File: src/rtl/vga_timing_pkg.sv
// Shared timing defaults (640x480@60) and constant helpers for the raster timing generator.
package vga_timing_pkg;

    localparam int DEF_H_DISPLAY = 640;
    localparam int DEF_H_FRONT   = 16;
    localparam int DEF_H_SYNC    = 96;
    localparam int DEF_H_BACK    = 48;
    localparam int DEF_V_DISPLAY = 480;
    localparam int DEF_V_FRONT   = 10;
    localparam int DEF_V_SYNC    = 2;
    localparam int DEF_V_BACK    = 33;

    function automatic int h_total(input int disp, input int front, input int sync, input int back);
        return disp + front + sync + back;
    endfunction

    function automatic int v_total(input int disp, input int front, input int sync, input int back);
        return disp + front + sync + back;
    endfunction

    // True when pos lies inside the sync pulse [start, start+len-1].
    function automatic logic sync_window(input int pos, input int start, input int len);
        return (pos >= start) && (pos < start + len);
    endfunction

endpackage

File: src/rtl/vga_axis_counter.sv
// One raster axis: position counter with registered sync and active decode of the new position.
module vga_axis_counter
    import vga_timing_pkg::*;
#(
    parameter int TOTAL = 800,
    parameter int DISP  = 640,
    parameter int FRONT = 16,
    parameter int SYNC  = 96,
    parameter int POL   = 0,
    parameter int W     = 10
) (
    input  logic         clk,
    input  logic         rst_n,
    input  logic         step,
    input  logic         force_zero,
    output logic [W-1:0] pos,
    output logic         wrap,
    output logic         sync,
    output logic         active
);

    localparam logic         ACT  = (POL != 0);
    localparam logic [W-1:0] LAST = W'(TOTAL - 1);

    logic [W-1:0] pos_nxt;

    assign wrap = (pos == LAST);

    always_comb begin
        pos_nxt = pos + W'(1);
        if (force_zero || wrap) begin
            pos_nxt = '0;
        end
    end

    // Sync and active are decoded from pos_nxt so they line up with pos in the same edge.
    always_ff @(posedge clk) begin
        if (!rst_n) begin
            pos    <= LAST;
            sync   <= ~ACT;
            active <= 1'b0;
        end else if (step) begin
            pos    <= pos_nxt;
            sync   <= sync_window(int'(pos_nxt), DISP + FRONT, SYNC) ? ACT : ~ACT;
            active <= (int'(pos_nxt) < DISP);
        end
    end

endmodule

File: src/rtl/vga_timing_gen.sv
// Parametrised raster timing generator with prescaler, run/freeze, genlock restart and start pulses.
// Optional frame counter enabled by defining VGA_TIMING_FRAMECNT_EN.
module vga_timing_gen
    import vga_timing_pkg::*;
#(
    parameter int H_DISPLAY  = DEF_H_DISPLAY,
    parameter int H_FRONT    = DEF_H_FRONT,
    parameter int H_SYNC     = DEF_H_SYNC,
    parameter int H_BACK     = DEF_H_BACK,
    parameter int V_DISPLAY  = DEF_V_DISPLAY,
    parameter int V_FRONT    = DEF_V_FRONT,
    parameter int V_SYNC     = DEF_V_SYNC,
    parameter int V_BACK     = DEF_V_BACK,
    parameter int H_SYNC_POL = 0,
    parameter int V_SYNC_POL = 0,
    parameter int CLK_DIV    = 1,
    parameter int H_W        = 10,
    parameter int V_W        = 10
`ifdef VGA_TIMING_FRAMECNT_EN
    ,
    parameter int FRAME_W    = 8
`endif
) (
    input  logic           clk,
    input  logic           rst_n,
    input  logic           en,
    input  logic           restart,
    output logic           pix_ce,
    output logic [H_W-1:0] hpos,
    output logic [V_W-1:0] vpos,
    output logic           hsync,
    output logic           vsync,
    output logic           display_on,
    output logic           line_start,
    output logic           frame_start
`ifdef VGA_TIMING_FRAMECNT_EN
    ,
    output logic [FRAME_W-1:0] frame_cnt
`endif
);

    localparam int H_TOTAL = h_total(H_DISPLAY, H_FRONT, H_SYNC, H_BACK);
    localparam int V_TOTAL = v_total(V_DISPLAY, V_FRONT, V_SYNC, V_BACK);
    localparam int DIV_W   = (CLK_DIV > 1) ? $clog2(CLK_DIV) : 1;

    logic [DIV_W-1:0] div_cnt;
    logic             tick;
    logic             restart_pend;
    logic             rst_req;
    logic             frame_adv;
    logic             h_wrap;
    logic             v_wrap;
    logic             h_active;
    logic             v_active;

    assign tick      = en && (div_cnt == DIV_W'(CLK_DIV - 1));
    assign rst_req   = restart || restart_pend;
    assign frame_adv = rst_req || (h_wrap && v_wrap);

    vga_axis_counter #(
        .TOTAL (H_TOTAL),
        .DISP  (H_DISPLAY),
        .FRONT (H_FRONT),
        .SYNC  (H_SYNC),
        .POL   (H_SYNC_POL),
        .W     (H_W)
    ) u_h (
        .clk        (clk),
        .rst_n      (rst_n),
        .step       (tick),
        .force_zero (rst_req),
        .pos        (hpos),
        .wrap       (h_wrap),
        .sync       (hsync),
        .active     (h_active)
    );

    vga_axis_counter #(
        .TOTAL (V_TOTAL),
        .DISP  (V_DISPLAY),
        .FRONT (V_FRONT),
        .SYNC  (V_SYNC),
        .POL   (V_SYNC_POL),
        .W     (V_W)
    ) u_v (
        .clk        (clk),
        .rst_n      (rst_n),
        .step       (tick && (h_wrap || rst_req)),
        .force_zero (rst_req),
        .pos        (vpos),
        .wrap       (v_wrap),
        .sync       (vsync),
        .active     (v_active)
    );

    assign display_on = h_active && v_active;

    // A restart seen while frozen stays pending until the next tick consumes it.
    always_ff @(posedge clk) begin
        if (!rst_n) begin
            div_cnt      <= '0;
            restart_pend <= 1'b0;
            pix_ce       <= 1'b0;
            line_start   <= 1'b0;
            frame_start  <= 1'b0;
        end else begin
            if (en) begin
                div_cnt <= tick ? '0 : div_cnt + DIV_W'(1);
            end
            if (tick) begin
                restart_pend <= 1'b0;
            end else if (restart) begin
                restart_pend <= 1'b1;
            end
            pix_ce      <= tick;
            line_start  <= tick && (h_wrap || rst_req);
            frame_start <= tick && frame_adv;
        end
    end

`ifdef VGA_TIMING_FRAMECNT_EN
    logic first_done;

    // The frame entered on the first tick after reset is not a completed frame.
    always_ff @(posedge clk) begin
        if (!rst_n) begin
            frame_cnt  <= '0;
            first_done <= 1'b0;
        end else if (tick && frame_adv) begin
            if (first_done) begin
                frame_cnt <= frame_cnt + FRAME_W'(1);
            end
            first_done <= 1'b1;
        end
    end
`endif

endmodule

File: config.mk
export PLATFORM = sky130hd
export DESIGN_NAME = vga_timing_gen
export DESIGN_NICKNAME = d
export VERILOG_FILES = /design/src/rtl/vga_timing_pkg.sv /design/src/rtl/vga_axis_counter.sv /design/src/rtl/vga_timing_gen.sv
export SDC_FILE = /design/constraint.sdc
export NUM_CORES = 1
export LEC_CHECK = 0
export CORE_MARGIN = 2
export CORE_UTILIZATION = 37
export CTS_BUF_LIST = sky130_fd_sc_hd__clkbuf_8
export DETAILED_ROUTE_END_ITERATION = 8
export GPL_ROUTABILITY_DRIVEN = 1
export PLACE_DENSITY = 0.7
export RECOVER_POWER = 100
export SLEW_MARGIN = 20
export SYNTH_ARGS = -nofsm -noshare
export SYNTH_HDL_FRONTEND = slang
export SYNTH_SLANG_ARGS = --single-unit
File: constraint.sdc
create_clock -name clk -period 2.3 [get_ports clk]
set_clock_uncertainty 0.1 [all_clocks]
set_input_delay 0.345 -clock clk [delete_from_list [all_inputs] [get_ports clk]]
set_output_delay 0.345 -clock clk [all_outputs]
set_load 0.05 [all_outputs]
======== Yosys cells after proc, flatten, opt, wreduce, memory -nomap -nowiden ========
Cells that the tools add are included.
operators by class
  magnitude comparators ................... 6
  div/mod/pow operators ................... 0
  multiply operators ...................... 0
  bitwise gates (word level) .............. 2
  add/sub/neg operators ................... 3
  reductions and logical operators ........ 12
  eq/ne operators ......................... 2
  shift operators ......................... 0
  multiplexer cells ....................... 5
operators by type and width
  operator                                                      count
  adder 10 x 1 -> 10 bit (second input constant)                2
  == test 10 bit (second input constant)                        2
  less-than comparator 10 bit (second input constant)           2
  less-than comparator 10 x 9 -> 1 bit (second input constant)  2
  two-way mux 10 bit                                            2
  >= comparator 10 bit (second input constant)                  1
  >= comparator 10 x 9 -> 1 bit (second input constant)         1
  logical AND 1 bit                                             7
  logical OR 1 bit                                              4
  two-way mux 1 bit                                             3
  inverter 1 bit                                                2
  OR reduction 2 bit                                            1
  adder 1 bit (second input constant)                           1
storage, ports and cells
  logic and storage cells ................. 41
  output and inout port bits .............. 26
  bits in latches ......................... 0
  register bits ........................... 29
  memory bits (read-only) ................. 0
  bits of input ports ..................... 4
  memories kept ........................... 0
  memory bits (writable) .................. 0

======== Depth between registers and ports, before layout ========
Gate-level depths: netlist of run 1.
  depth in word-level cells ............... 6
  depth in mapped cells ................... 7
  depth with buffers taken out ............ 7

======== By module ========
A second synthesis of run 1 with hierarchy kept.
second synthesis, totals
  cell total of the unflattened synthesis .. 208
  area, all modules ....................... 1796.7 um^2
by module, submodules not included
  module                   instances  sequential area each (um^2)  cells each  area each (um^2)
  vga_axis_counter at u_v  1          240.2                        100         840.8
  vga_axis_counter at u_h  1          240.2                        90          773.2
  vga_timing_gen           1          100.1                        18          182.7

======== Least setup slack after synthesis of run 1 ========
Ideal clock, no wire load.
  path kind ............................... flip-flop to flip-flop
  start point ............................. reg u_h.pos[0]
  end point ............................... reg u_v.pos[7]
  stages on the path, launching flop included .. 7
  data required time ...................... 2130 ps
  arrival time ............................ 2383 ps
  path buffers ............................ 0
  path slack .............................. -253 ps
  library setup time ...................... 70 ps
  period minus slack after synthesis ...... 2553 ps
  path through ............................ dfxtp_1 -> ha_1 -> nand4_4 -> o41ai_4 -> nand3_4 -> or3_1 -> a21boi_1
on the way
  cells in the longest elaborated chain, start to end .. 3
RTL lines
  what                      line                    RTL
  start: declaration        vga_axis_counter.sv:16  output logic [W-1:0] pos,
  start signal: assignment  vga_axis_counter.sv:43  pos <= pos_nxt;
  == test 10 bit            vga_axis_counter.sv:27  assign wrap = (pos == LAST);
  logical OR 1 bit          vga_timing_gen.sv:88    .step (tick && (h_wrap || rst_req)),
  logical AND 1 bit         vga_timing_gen.sv:88
  end signal: assignment    vga_axis_counter.sv:43
  end: declaration          vga_axis_counter.sv:16
No other way between the ends.
A chain may end at the register's enable or synchronous reset.

======== Worst setup path in the final report of run 1 ========
  start point ............................. reg u_v.pos[2]
  end point ............................... out vpos[2]
RTL lines
  what              line                  RTL
  end: declaration  vga_timing_gen.sv:30  output logic [V_W-1:0] vpos,
No word-level cell between the ends.

==> impl_summary.md, run 1 <==
Floorplanning
The core region is 4320 sq um. The top-level I/O count is 30. From bottom edge to top edge, the die measures 70.7 microns.

The overall die area is 5000 sq um. The cell row count is 24. The width of the chip is 70.7 microns. The initial standard-cell utilization of the core is 0.381.

Routing
The detailed router finished its first iteration with 173 violations. The remaining antenna violation count after routing is 0. The pre-antenna-repair detailed-routing pass consisted of 4 iterations. In the routed layout, each cell is associated on average with a via count of 5.50.

The routed design has 4090 microns of wire. For this run, design rule violations remaining after detail routing come to 0. The average wire length per cell after detail routing is 13.8 microns. The routed layout has 1,627 vias.

Pwr
The share of total power dissipated in combinational logic is 0.243. The cell area power density is 594 nW/um^2. The internal portion of the total power is 0.000845 W. The power spent charging and discharging nets is 0.000426 W. Of the total power, the clock network draws 0.310. The share of total power dissipated in sequential elements is 0.447. Of the total power, the share spent switching nets is 0.335. IR analysis of the VDD net gives a maximum drop of 357 uV. The leakage dissipation is 0.826 nW.

Finish
Counting the fill cells in the layout gives 440. In the final layout, the multi-input gates occupy 1000 sq um. 0 antenna diodes ended up in the layout. The number of nets in the layout is 250. Measured on the finished design, the core utilization comes to 0.495. Summing all flip-flop and latch instances after layout gives 584 sq um.

The fraction of layout cells with a size suffix above 1 is 0.123. The area growth from synthesis to layout is 29.9%.

Synth
In the synthesized netlist the async set-or-reset flop fraction comes to 0. The cell count after synthesis is 203. Of the synthesized area, sequential elements account for 0.352. When the netlist entered floorplanning its net count stood at 210. Ranked by total cell area, the synthesized netlist is headed by dfxtp_1, nand2_1, nand3_1. Synthesis inferred 29 register bits. The synthesized cell area is 1650 sq um. The number of warnings reported in the yosys synthesis log is 0. In this run, synthesis inferred 0 flip-flops with an integrated enable.

The most used flip-flop cell after synthesis is dfxtp_1. The commonest cells after synthesis are nand2_1, dfxtp_1, nand3_1, o21ai_0, a21oi_1. Averaged over all synthesized cells, the footprint is 8.12 sq um. The most used standard cell by instance count after synthesis is nand2_1. The cell taking the most area after synthesis is dfxtp_1. The synthesized netlist contains 48 unique library cells. The share of synthesized area in the top cell type comes to 0.352.

Place
The placer's final routability congestion estimate is 0.880. The number of buffers inserted by port buffering is 29. The detailed-placement wirelength estimate is 2900 microns.

Clocking
Gates resized during post-CTS repair numbered 0. The number of buffers inserted during clock tree synthesis is 5. The CTS tree is yes. For the worst-skew pair, the clock arrives at the later sink with an insertion delay of 290 ps. The H-tree was split into 2 levels. Buffers added to address setup during post-CTS repair amount to 0.

Buffers inserted to repair hold after CTS numbered 0. For this design, the sink count on the clock tree is 29. The clock passes through at most 2 buffers.

Clock-pin slew was measured on the worst setup and hold paths at 60 ps. The clock root buffer is clkbuf_8.

Setup path
The slowest stage cell on the critical path is dlygate4sd3_1. At the worst endpoint, the arrival time is 1740 ps. The kind of cell adding the most delay to the critical path is buffers and inverters. The number of cells on the worst reg-to-reg path is 7. The sort of element at the start of the critical path is a flip-flop.

In this run the critical register-to-register path is launched from u_h.pos[0]. The largest stage delay on the critical path is 930 ps. For the worst setup path, the data required time is 1860 ps. The worst-path maximum fanout is 11.

The endpoint of the most critical register-to-register path is u_h.pos[3]. STA classifies the critical path endpoint as an output port. Counting both buffers and inverters, the worst setup path holds a total of 1.

The setup path with the least slack is of type reg -> out. In this run the number of cells on the critical path is 1. The minimum setup slack among reg-to-reg paths is 250 ps. The signal on the critical path passes through dlygate4sd3_1.

GRT
The total overflow left after global routing is 0. Entering global routing, the biggest net connects 26 pins. The first-pass GRT wire length is 7280 microns.

For this run, the total global-route usage over all layers was measured as 0.182. The via count of the first global-routing pass is 1,504. The number of antenna violations at the first check in global routing is 0.

Timing
For the finished layout, the period the worst path requires is 2190 ps. In the final timing run, aggregate negative setup slack is 0 ps. Measured against its own limit, the worst slew margin works out to 0.316. The highest clock rate is 0.457 GHz.

The number of hold violations in the final report is 0. Setup violations remaining at the end of the flow were counted as 0. The final worst hold slack is 362 ps. Setup repair after global routing left no endpoint under its margin. The max-slew violation count is 0. Dividing the final minimum period by the clock period gives 0.951. The slew of the pin with the lowest slew margin is 1030 ps.

Worst hold path
In this run the worst hold path is classified as reg -> reg. The worst hold path terminates at u_v.active. The worst hold path was traced through 2 stages. The start point of the worst min-delay path is u_v.active.

Flow run
The max-cap violation count is 0.

Outcome
The flow ran to the end, and the final reports show no timing, DRC or antenna violations.
cells in the final DEF, fill, tap and decap left out, types with 3 or more instances in the layout:
cell / count
clkbuf_8: 5
nand2_1: 30
inv_1: 11
dlygate4sd3_1: 26
a21oi_1: 10
or2_2: 3
o31ai_1: 4
dfxtp_1: 26
nor3_1: 5
or3_1: 4
nor2_1: 8
dfxtp_2: 3
ha_1: 3
o21ai_0: 11
and2_1: 5
o211ai_1: 5
nand3_1: 12
o21a_1: 4
a21boi_0: 5
xnor2_1: 4
a31oi_1: 4
nor3b_1: 3
clkdlybuf4s50_1: 3
nand4_1: 4
buf_4: 9
flip-flops by register name, indices dropped and copies added (netlist names):
signal and cells:
restart_pend 1, u_v.pos 10, div_cnt 1, u_v.active 1, line_start 1, pix_ce 1, u_v.sync 1, u_h.sync 1
u_h.pos 10, u_h.active 1, frame_start 1
logic make-up (layout without fill, tap and decap cells):
kind of cell | after synthesis | after routing | synth area share
simple gates | 93 | 93 | 0.313
compound gates | 57 | 57 | 0.248
flops | 29 | 29 | 0.352
buf+inv | 16 | 57 | 0.0380
xor+xnor | 5 | 5 | 0.0266
fa+ha+maj | 3 | 3 | 0.0228
per-layer routing:
layer,GRT usage,up-vias,part of all wire
met1,0.244,740,0.47
met3,0.0513,10,0.055
met4,0.0671,0,0.018
met5,0,-,0
li1,-,834,-
met2,0.281,43,0.46
power groups by stage:
stage	Clock (W)	Combinational (W)	Sequential, W
after global placement	0	0.000311	0.000579
final	0.000394	0.000309	0.000567
after detailed placement	0	0.000313	0.000579
after CTS	0.000406	0.000314	0.000568
after floorplan	0	0.000149	0.000639
after global routing	0.000437	0.000337	0.000572
final cells by class:
| class | count | area share |
|---|---|---|
| inverters | 8 | 0.0140 |
| clock buffers | 5 | 0.0321 |
| well taps | 52 | 0.0304 |
| clock inverters | 3 | 0.00526 |
| flip-flops and latches | 29 | 0.273 |
| multi-input cells | 158 | 0.469 |
| repair buffers | 41 | 0.176 |
stage by stage:
stage	std cells	instance area [sq um]	total power, W	setup WS, ps
2_1_floorplan	203	1650	0.000788	4.56
3_3_place_gp	286	2050	0.000891	98.1
3_5_place_dp	286	2050	0.000892	67.2
4_1_cts	294	2130	0.00129	95.3
5_1_grt	296	2140	0.00135	54.5
6_report	296	2140	0.00127	112
worst max path at each step:
stage	start	endpoint	slack, ps
floorplan	u_h.pos[0]	u_v.pos[7]	5
global placement	restart	u_h.sync	100
detailed placement	restart	u_h.sync	70
CTS	u_h.pos[0]	u_v.pos[7]	100
global route	u_v.pos[2]	vpos[2]	50
finish	u_v.pos[2]	vpos[2]	110
No activity file was read; power rests on OpenSTA's default activity.
==> run 2, diff against run 1 <==
--- a/config.mk
+++ b/config.mk
@@ -5,12 +5,15 @@
 export SDC_FILE = /design/constraint.sdc
 export NUM_CORES = 1
 export LEC_CHECK = 0
+export CAP_MARGIN = 10
+export CELL_PAD_IN_SITES_DETAIL_PLACEMENT = 0
+export CELL_PAD_IN_SITES_GLOBAL_PLACEMENT = 1
 export CORE_MARGIN = 2
 export CORE_UTILIZATION = 37
 export CTS_BUF_LIST = sky130_fd_sc_hd__clkbuf_8
 export DETAILED_ROUTE_END_ITERATION = 8
 export GPL_ROUTABILITY_DRIVEN = 1
-export PLACE_DENSITY = 0.7
+export PLACE_DENSITY = 0.87
 export RECOVER_POWER = 100
 export SLEW_MARGIN = 20
 export SYNTH_ARGS = -nofsm -noshare
==> run 2 against run 1 <==
  * Non-clock buffer count fell by 2
  * Count of clock-buffer cells in the layout is 2 higher
  * Flip-flop and latch count unchanged
  * Via count is 1.3% higher
  * Critical endpoint is now vpos[0]
  * Largest power group unchanged
==> impl_summary.md, run 2 (synthesized netlist as in run 1, its figures left out) <==
Pwr
Of the total power, the clock network draws 0.355. For this design the total switching power over the nets is 0.000442 W. The internal portion of the total power is 0.000909 W. The peak ir drop on the vdd network is 246 uV.

The portion of total power attributed to sequential cells is 0.418. The leakage dissipation is 0.815 nW. The net switching share of the total power is 0.327. Power spread over the standard cell area amounts to 627 nW/um^2. The share of total power dissipated in combinational logic is 0.227.

Finish
The number of nets in the layout is 248. In the final layout, the registers with the most flip-flops are u_h.pos: 10 flops, u_v.pos: 10 flops. The library cell used most frequently in the layout, excluding fill and tap cells, is nand2_1.

The fraction of layout cells with a size suffix above 1 is 0.124. For this run, the share of the core covered by cells in the final layout is 0.498. In the layout the commonest cells are nand2_1, dfxtp_1, dlygate4sd3_1, nand3_1, o21ai_0. The area growth from synthesis to layout is 30.8%. The number of antenna diodes in the final layout is 0.

GRT
The via count of the first global-routing pass was 1,513. The first global-routing pass estimated 7370 microns of wire. For this run, the total global-route usage over all layers was measured as 0.187. Entering global routing, the biggest net connects 26 pins. The total congestion overflow after global routing is 0. The number of antenna violations at the first check in global routing came to 0.

Timing
At the pin with the least slew margin, the transition time is 1030 ps. For this run, the top clock speed supported by timing is 0.453 GHz. The number of hold violations in the final report was 0. The worst slew margin relative to its limit is 0.312. The max-slew violation count is 0. The clock period minus final worst setup slack is 2210 ps. Setup repair after global routing left no endpoint under its margin. The period utilization is 0.960.

The final worst hold slack is 383 ps. The setup TNS is 0 ps. The number of setup violations in the final report is 0.

Setup path
The slowest stage of the critical path belongs to the cell clkdlybuf4s50_1. STA puts the critical path data required time at 1860 ps. The worst setup path is launched from a flip-flop. The largest stage delay on the critical path is 860 ps. The arrival time at the worst endpoint is 1760 ps. The signal on the critical path passes through clkbuf_1 > clkdlybuf4s50_1. The worst-path maximum fanout is 6. The category of the critical setup timing path is reg -> out. In this design, the largest share of critical-path delay is due to buffers and inverters. The critical path capture point type is an output port. Counting both buffers and inverters, the worst setup path holds a total of 2.

Clocking
The total number of H-tree levels is 2. The number of clock buffers added by TritonCTS is 5. Buffers added to address setup during post-CTS repair amount to 0. The insertion delay to the later sink of the worst-skew pair is 290 ps.

No sink is reached through more buffers than the 2 on the longest clock path. TritonCTS built the clock tree. Clock-pin slew was measured on the worst setup and hold paths at 70 ps. The number of sinks on the clock net is 29. Clock tree synthesis selected as its root buffer the cell clkbuf_8.

Routing
After detailed routing, the number of vias per cell comes to 5.61. After detailed routing, the number of remaining DRC violations is 0. The first-pass iteration count of the detailed router is 5. Summed over all layers, the routed wires come to 4320 microns.

The routed layout has 1,648 vias. After the first detailed-routing iteration, the DRC count stood at 99. In this run the remaining antenna-violating nets after routing total 0. The average wire length per cell after detail routing is 14.7 microns.

Place
Detailed placement ended at an HPWL of 3000 microns. The placer's final routability congestion estimate is 0.855. During placement, the flow inserted port buffers numbering 29.

Floorplanning
For this configuration, the core starts out at a cell density of 0.381. The width of the chip is 70.7 microns. The overall die height is 70.7 microns. The region available for standard cell placement spans 4320 sq um. The floorplan has 24 rows. The top-level I/O count is 30.

The die covers 5000 sq um.

Worst hold path
The path class of the lowest-slack min-delay path is reg -> reg.

Outcome
The flow ran to the end, and the final reports show no timing, DRC or antenna violations.

Flow run
The tool flagged a number of max-cap violations equal to 0.
## run 2: cell types whose count changed in the layout (fill, tap and decap cells not counted), sizes merged
cell | previous run | this run
buf | 9 | 7
clkbuf | 8 | 10
inv | 11 | 8
clkinv | 0 | 1
## run 2: repair_timing
action,CTS,global route
endpoints found under the hold margin,0,0
setup endpoints to repair,0,3
gates resized for setup,0,1
hold buffers,0,0
## run 2: through the flow
stage	instances	setup slack [ps]	cell area, sq um	power (W)
2_1_floorplan	203	4.56	1650	0.000788
3_5_place_dp	286	78.9	2060	0.000895
3_3_place_gp	286	106	2060	0.000894
5_1_grt	294	36.8	2150	0.00142
6_report	294	91.6	2150	0.00135
4_1_cts	294	90.7	2160	0.00138
## run 2: worst paths after layout
path                                  from          to  slack, ps  cells after the start
worst min-delay path            u_v.active  u_v.active        380                      2
worst max register to register  u_h.pos[0]  u_v.pos[7]        200                      6
worst min register to register  u_v.active  u_v.active        380                      2
worst max-delay path            u_v.pos[0]     vpos[0]         90                      2
## run 2: final cells by class
class                      instances  area [sq um]
sequential                        29           584
clock inverter                     1          5.00
clock buffer                       7          96.3
inverter                           8          30.0
fill                             454          2170
timing repair buffer              39           367
multi-input combinational        158          1010
tap                               52          65.1
## run 2: worst reg2reg max path, delay by kind of cell (launching register included)
family / cells / cell delay [ps]
simple gates: 3 / 730
compound gates: 2 / 610
flops: 1 / 370
fa+ha+maj: 1 / 230
## run 2: layer usage
layer	vias to the layer above	GRT usage	wire length, microns	part of all wire
li1	823	-	-	-
met1	782	0.240	2000	0.46
met2	38	0.293	2070	0.48
met3	5	0.0556	186	0.043
met4	0	0.0776	60	0.014
met5	-	0	0	0
## run 2: power groups by stage
stage / Combinational [W] / Sequential (W) / Clock, W
after detailed placement: 0.000318 / 0.000577 / 0
after CTS: 0.000319 / 0.000566 / 0.000493
after floorplan: 0.000149 / 0.000639 / 0
after global placement: 0.000317 / 0.000577 / 0
after global routing: 0.000332 / 0.000571 / 0.000512
final: 0.000307 / 0.000565 / 0.000479
